[src/rtl/audio_pkg.sv]
// Shared types and defaults for the codec-side audio sequencing logic.
package audio_pkg;
  localparam int AUDIO_DW        = 24;
  localparam int DEFAULT_TIMEOUT = 1000;
  localparam int DEFAULT_TW      = 10;

  typedef enum logic [2:0] {
    IDLE,
    START_L,
    WAIT_L,
    START_R,
    WAIT_R,
    COMMIT
  } seq_state_t;
endpackage

[src/rtl/seq_timeout_timer.sv]
// Saturating wait-cycle counter; expired flags the last allowed cycle of a wait.
module seq_timeout_timer
  import audio_pkg::*;
#(
  parameter int TIMEOUT = DEFAULT_TIMEOUT,
  parameter int TW      = DEFAULT_TW
) (
  input  logic clk,
  input  logic reset_n,
  input  logic clear,
  input  logic run,
  output logic expired
);
  localparam logic [TW-1:0] LAST = TW'(TIMEOUT - 1);

  logic [TW-1:0] r_count;

  always_ff @(posedge clk or negedge reset_n) begin
    if (!reset_n) begin
      r_count <= '0;
    end else if (clear) begin
      r_count <= '0;
    end else if (run && (r_count != LAST)) begin
      r_count <= r_count + 1'b1;
    end
  end

  assign expired = (r_count == LAST);
endmodule

[src/rtl/filter_channel_sequencer.sv]
// Time-shares one single-channel filter core between L and R, committing both
// results as an aligned pair; supports bypass, per-channel timeout and overrun.
module filter_channel_sequencer
  import audio_pkg::*;
#(
  parameter int DW      = AUDIO_DW,
  parameter int TIMEOUT = DEFAULT_TIMEOUT,
  parameter int TW      = DEFAULT_TW
) (
  input  logic          clk,
  input  logic          reset_n,
  input  logic          enable,
  input  logic          sample_ready,
  input  logic [DW-1:0] l_in,
  input  logic [DW-1:0] r_in,
  output logic          flt_start,
  output logic [DW-1:0] flt_din,
  input  logic [DW-1:0] flt_dout,
  input  logic          flt_done,
  output logic [DW-1:0] l_out,
  output logic [DW-1:0] r_out,
  output logic          out_valid,
  output logic          busy,
  output logic          overrun,
  output logic          timeout
);
  seq_state_t r_state, w_next;

  logic [DW-1:0] r_l_lat, r_r_lat;
  logic [DW-1:0] r_l_res, r_r_res;
  logic [DW-1:0] r_flt_din;
  logic [DW-1:0] r_l_out, r_r_out;

  logic w_expired;
  logic w_start;
  logic w_wait;
  logic w_wait_exit;

  seq_timeout_timer #(
    .TIMEOUT(TIMEOUT),
    .TW     (TW)
  ) u_timer (
    .clk    (clk),
    .reset_n(reset_n),
    .clear  (w_start),
    .run    (w_wait),
    .expired(w_expired)
  );

  always_ff @(posedge clk or negedge reset_n) begin
    if (!reset_n) begin
      r_state <= IDLE;
    end else begin
      r_state <= w_next;
    end
  end

  always_comb begin
    w_next      = r_state;
    w_start     = 1'b0;
    w_wait      = 1'b0;
    w_wait_exit = 1'b0;
    case (r_state)
      IDLE: begin
        if (sample_ready) w_next = enable ? START_L : COMMIT;
      end
      START_L: begin
        w_start = 1'b1;
        w_next  = WAIT_L;
      end
      WAIT_L: begin
        w_wait      = 1'b1;
        w_wait_exit = flt_done || w_expired;
        if (w_wait_exit) w_next = START_R;
      end
      START_R: begin
        w_start = 1'b1;
        w_next  = WAIT_R;
      end
      WAIT_R: begin
        w_wait      = 1'b1;
        w_wait_exit = flt_done || w_expired;
        if (w_wait_exit) w_next = COMMIT;
      end
      COMMIT: begin
        w_next = IDLE;
      end
      default: begin
        w_next = IDLE;
      end
    endcase
  end

  // A completion in the expiry cycle takes priority, so no fallback is flagged.
  always_ff @(posedge clk or negedge reset_n) begin
    if (!reset_n) begin
      r_l_lat   <= '0;
      r_r_lat   <= '0;
      r_l_res   <= '0;
      r_r_res   <= '0;
      r_flt_din <= '0;
      r_l_out   <= '0;
      r_r_out   <= '0;
    end else begin
      case (r_state)
        IDLE: begin
          if (sample_ready) begin
            r_l_lat <= l_in;
            r_r_lat <= r_in;
            if (enable) begin
              r_flt_din <= l_in;
            end else begin
              r_l_res <= l_in;
              r_r_res <= r_in;
            end
          end
        end
        WAIT_L: begin
          if (w_wait_exit) begin
            r_l_res   <= flt_done ? flt_dout : r_l_lat;
            r_flt_din <= r_r_lat;
          end
        end
        WAIT_R: begin
          if (w_wait_exit) r_r_res <= flt_done ? flt_dout : r_r_lat;
        end
        COMMIT: begin
          r_l_out <= r_l_res;
          r_r_out <= r_r_res;
        end
        default: ;
      endcase
    end
  end

  assign flt_start = (r_state == START_L) || (r_state == START_R);
  assign flt_din   = r_flt_din;
  assign l_out     = r_l_out;
  assign r_out     = r_r_out;
  assign out_valid = (r_state == COMMIT);
  assign busy      = (r_state != IDLE);
  assign overrun   = sample_ready && busy;
  assign timeout   = w_wait && w_expired && !flt_done;
endmodule
[config.mk]
export PLATFORM = sky130hd
export DESIGN_NAME = filter_channel_sequencer
export DESIGN_NICKNAME = d
export VERILOG_FILES = /design/src/rtl/audio_pkg.sv /design/src/rtl/seq_timeout_timer.sv /design/src/rtl/filter_channel_sequencer.sv
export SDC_FILE = /design/constraint.sdc
export NUM_CORES = 1
export LEC_CHECK = 0
export BUFFER_PORTS_ARGS = -buffer_cell sky130_fd_sc_hd__buf_2
export CORE_ASPECT_RATIO = 1.25
export CORE_MARGIN = 4
export CORE_UTILIZATION = 60
export DETAILED_ROUTE_END_ITERATION = 8
export PLACE_DENSITY = 0.85
export SLEW_MARGIN = 25
export SYNTH_ARGS = -nofsm -noshare
export SYNTH_HDL_FRONTEND = slang
export SYNTH_HIERARCHICAL = 1
export SYNTH_SLANG_ARGS = --single-unit
[constraint.sdc]
create_clock -name clk -period 6.9 [get_ports clk]
set_input_delay 0.69 -clock clk [delete_from_list [all_inputs] [get_ports clk]]
set_output_delay 0.69 -clock clk [all_outputs]
set_load 0.02 [all_outputs]
* Word level (Yosys, flattened, before mapping)
Cells that the tools add are included.
** Word-level totals
- Register bits after elaboration :: 181
- Input bits :: 77
- Output and inout port bits :: 77
- Logic and storage cells :: 67
** Cells by class
- Add/subtract/negate cells :: 1
- Equality and inequality tests :: 14
- Multiplexer cells :: 24
- Reductions and logical operators :: 19
** Operators by type and width (count)
- $mux W24 :: 11
- $pmux W24 S2 :: 3
- $mux W10 :: 2
- $pmux W3 S5 :: 1
- $ne A2 B2 Y1 const B :: 7
- $mux W3 :: 4
- $reduce_and A4 Y1 :: 3
- $add A10 B1 Y10 const B :: 1
- $eq A10 B10 Y1 const B :: 1
- $ne A10 B10 Y1 const B :: 1
- $eq A3 B2 Y1 const B :: 2
- $eq A3 B3 Y1 const B :: 2
- $reduce_bool A2 Y1 :: 3
- $logic_and A1 B1 Y1 :: 4
- $reduce_or A2 Y1 :: 2
- $eq A3 B1 Y1 const B :: 1
- $logic_not A3 Y1 :: 1
- $mux W1 :: 3
- $reduce_and A3 Y1 :: 1
- $reduce_bool A3 Y1 :: 1
- $logic_or A1 B1 Y1 :: 2
- $reduce_and A2 Y1 :: 1
- $logic_not A1 Y1 :: 1

* Longest topological paths before layout
- Word-level depth :: 6
- Depth in mapped cells :: 8
- Gate-level depth less buffers :: 6

* Cells and area by module
The synthesis kept the hierarchy.
** Modules (own cells, without submodules)
- filter_channel_sequencer :: instances 1, cells an instance 547, area each 7867.5 µm², seq. area each 4279.1 µm²
- seq_timeout_timer :: instances 1, cells an instance 57, area each 543.0 µm², seq. area each 250.2 µm²

* Least setup slack after synthesis
OpenSTA, ideal clock, no wires.
- Path kind :: input -> output
- From :: input port flt_done
- To :: output port timeout
- Arrival :: 2.038 ns
- Data required time :: 6.210 ns
- Setup slack :: 4.172 ns
- Stages :: 4
- Path buffers :: 3
- Cell sequence :: buf_2 > buf_2 > buf_2 > nor4b_1
** On the way
- Word-level cells in the longest chain between the ends :: 2
** Ends and longest elaborated chain
- start: declaration :: line filter_channel_sequencer.sv:19 : input logic flt_done,
- $logic_not A1 Y1 :: line filter_channel_sequencer.sv:143 : assign timeout = w_wait && w_expired && !flt_done;
- $logic_and A1 B1 Y1 :: line filter_channel_sequencer.sv:143
- end: declaration :: line filter_channel_sequencer.sv:25 : output logic timeout
Every way passes these cells.

* Worst setup path in the final report
- From :: register u_timer.r_count[4]
- To :: register r_flt_din[21], in the netlist flt_din[21]
** On the way
- Word-level cells in the longest chain between the ends :: 5
** Ends and longest elaborated chain
- start: declaration :: line seq_timeout_timer.sv:16 : logic [TW-1:0] r_count;
- start signal: assignment :: line seq_timeout_timer.sv:24 : r_count <= r_count + 1'b1;
- $eq A10 B10 Y1 :: line seq_timeout_timer.sv:28 : assign expired = (r_count == LAST);
- via w_expired :: line filter_channel_sequencer.sv:34 : logic w_expired;
- $logic_or A1 B1 Y1 :: line filter_channel_sequencer.sv:73, filter_channel_sequencer.sv:82
- $mux W1
- $ne A2 B2 Y1 (no source line)
- $reduce_and A4 Y1 (no source line)
- end signal: assignment :: line filter_channel_sequencer.sv:111 : r_flt_din <= l_in;
- end signal: assignment :: line filter_channel_sequencer.sv:121 : r_flt_din <= r_r_lat;
- end: declaration :: line filter_channel_sequencer.sv:31 : logic [DW-1:0] r_flt_din;
The timed path passes the listed nets, and every way through them passes these cells.
A chain may end at the register's enable or synchronous reset.

==> run_results.csv <==
group,metric,value,unit
global_routing,grt_max_degree,122,
global_routing,overflow,0,
placed_design,finalWeightedCongestion,0.814,
worst_hold_path,hp-class,"primary input to async pin",
setup_path,crit_type,"flop to flop",
finish,synthToLayoutAreaGrowth,17.6,%
yosys,synthesis.area,8410,um2
die,die_w,114,um
die,placementRows,48,
pwr,total_power,4.79,mW
yosys,ys_seq_area_share,53.9,%
sta,max-slew-margin-rel,34.0,%
die,die-area,16000,um2
die,fp.dieH,140,um
finish,drive_above_1_share,57.4,%
yosys,synthMuxAreaShare,35.1,%
cts,worstSkewPairLatency,0.42,ns
yosys,avgSynthCellArea,13.9,um2
die,start_util,61.2,%
finish,diodes,0,
sta,hold_viol,0,
finish,ff_latch_area,4530,um2
yosys,ys_ff_latch,181,
global_routing,grt_pass1_wl,31300,um
setup_path,cp_slowest_stage_delay,0.90,ns
setup_path,crit_path_top_delay_cell,"a2111oi_4",
setup_path,crit_buf_inv,1,
routing,via_per_inst,5.85,
sta,fin_crit,3.39,ns
cts,cts_hold_buffers,0,
sta,finalSetupViolCount,0,
run_status,status,"completed",
cts,cts_buffers,17,
cts,cts.sinks,181,
cts,path_clk_slew,0.07,ns
cts,cts_htree_levels,4,
finish,final_nets,826,
yosys,syn_nets,682,
finish,multi_input_area,3670,um2
finish,stdcell_area,9890,um2
setup_path,rr_worst_depth,6,
routing,drcViolationCount,0,
pwr,power_density,484,nW/um2
global_routing,grt_pass1_vias,5972,
placed_design,portBuffers,153,
cts,cts_setup_buffers,0,
flow_run,max-cap-violations,0,
routing,dr.pass1.iters,4,
pwr,power.leakage,4.43,nW
yosys,synth_top_family_by_area,"multiplexers",
yosys,synth_common_cells,"mux2_2, dfrtp_1, a21oi_1",
sta,setup_tns,0,ns
yosys,syn_inst,604,
yosys,synth-xor-area-share,0.312,%
cts,cts_resized,0,
global_routing,antenna_found_initial,1,
sta,fmax,0.295,GHz
yosys,post_synth_num_cell_types,40,
sta,worst_pin_slew,0.990,ns
setup_path,cp-end-kind,"flop",
routing,wl,19300,um
yosys,synth_top_cell_area_share,53.9,%
sta,rsz0062_at_grt,"no",
routing,wire_per_inst,20.6,um
yosys,synth_enable_flop_cells,0,
yosys,synth_compound_area_share,3.70,%
die,core_area,13800,um2
setup_path,crit_arrival,3.69,ns
sta,finalCritPeriodShare,49.1,%
sta,slew_viol_final,0,
routing,vias,5473,
yosys,synth_ff_type,"dfrtp_1",
cts,clockBufferDepth,2,
routing,first_iter_violations,227,
finish,fill_cells,891,
placed_design,hpwl,12700,um
yosys,synthTopCellsByArea,"dfrtp_1, mux2_2, mux2i_1",
placed_design,placedInstanceArea,9270,um2
setup_path,r2r_slack,3.51,ns
yosys,synthMostInstantiatedCell,"mux2_2",
setup_path,path_cells,"or3b_4 -> nor3_1 -> nor3b_2 -> a2111oi_4 -> buf_4 -> mux2_2",
setup_path,cp_max_fo,13,
yosys,yosys.area.top_type,"dfrtp_1",
die,ios,154,
global_routing,track_usage,25.0,%
sta,fin_worst_skew,0.00975,ns
routing,final_antenna_net_count,0,
yosys,synthSimpleGateAreaFrac,4.09,%
yosys,synth_adder_area_share,0.149,%
setup_path,crit_cells,6,
yosys,synth.yosys.warnings,6,
cts,cts_tree,"built",
setup_path,cp_top_family,"simple AND/OR/NAND/NOR gates",
yosys,async_reset_ff_share,100,%
setup_path,cp-start-kind,"flop",
cts,root_buffer,"clkbuf_16",
setup_path,required,7.20,ns
pwr,ir_drop,0.000338,V
## report_power, final
group          internal, mW  total, mW  switching [mW]
combinational         0.939       1.86           0.918
clock                 0.546      0.968           0.422
sequential             1.59       1.97           0.374
## cells by family (layout without fill, tap and decap cells)
family,count (synthesis),after routing
multiplexers,265,265
flip-flops,181,181
AND/OR/NAND/NOR,65,65
AO/OA/AOI/OAI,48,48
buffers and inverters,41,198
XOR/XNOR,3,3
adder cells (fa/ha/maj),1,1
## layer usage
metal  global-route usage [%]  vias up  part of all wire [%]
li1                         -     2457                     -
met1                     30.1     2805                    38
met2                     44.6      177                    54
met3                     4.93       32                   5.7
met4                     8.38        2                   1.8
met5                        0        -                 0.067
## worst paths after layout
check | from | end
max in group asynchronous | reset_n | r_state[2]
setup reg to reg | u_timer/r_count[4] | flt_din[21]
hold reg to reg | flt_din[15] | flt_din[15]
setup / recovery | u_timer/r_count[4] | flt_din[21]
min in group clk | flt_din[15] | flt_din[15]
hold / removal | reset_n | r_r_res[2]
## registers in the layout, summed over array words and instances (netlist names)
| register | cells |
|---|---|
| flt_din | 24 |
| l_out | 24 |
| r_l_lat | 24 |
| r_l_res | 24 |
| r_out | 24 |
| r_r_lat | 24 |
| r_r_res | 24 |
| u_timer/r_count | 10 |
| r_state | 3 |
## cells in the final DEF (no fill, tap or decap), types with 4 or more instances in the layout
master,Yosys,final
mux2_1,8,8
buf_4,3,8
dfrtp_1,181,180
nor2_1,30,29
clkinvlp_4,0,5
buf_2,13,152
mux2i_1,25,25
nand4_1,4,4
nand2_1,4,4
mux2_2,232,232
a21oi_1,32,32
inv_1,4,4
or3_1,6,6
o21ai_0,5,5
clkbuf_16,0,17
o31ai_1,4,4
## metrics by stage
stage / setup WS (ns) / util, % / hold WS (ns) / instances
floorplan: 4.17 / - / 0.394 / 604
global placement: 3.58 / 67.4 / 0.466 / 903
detailed placement: 3.52 / 67.4 / 0.474 / 903
CTS: 3.60 / 71.7 / 0.492 / 935
global route: 3.39 / 71.9 / 0.161 / 936
finish: 3.51 / 71.9 / 0.156 / 936
## final cells by class
type / count / area share (%)
multi-input combinational: 382 / 37.1
tap: 175 / 2.21
sequential: 181 / 45.8
clock buffer: 18 / 4.44
clock inverter: 14 / 1.53
inverter: 4 / 0.152
timing repair buffer: 162 / 8.71
(Power assumes the default switching activity.)
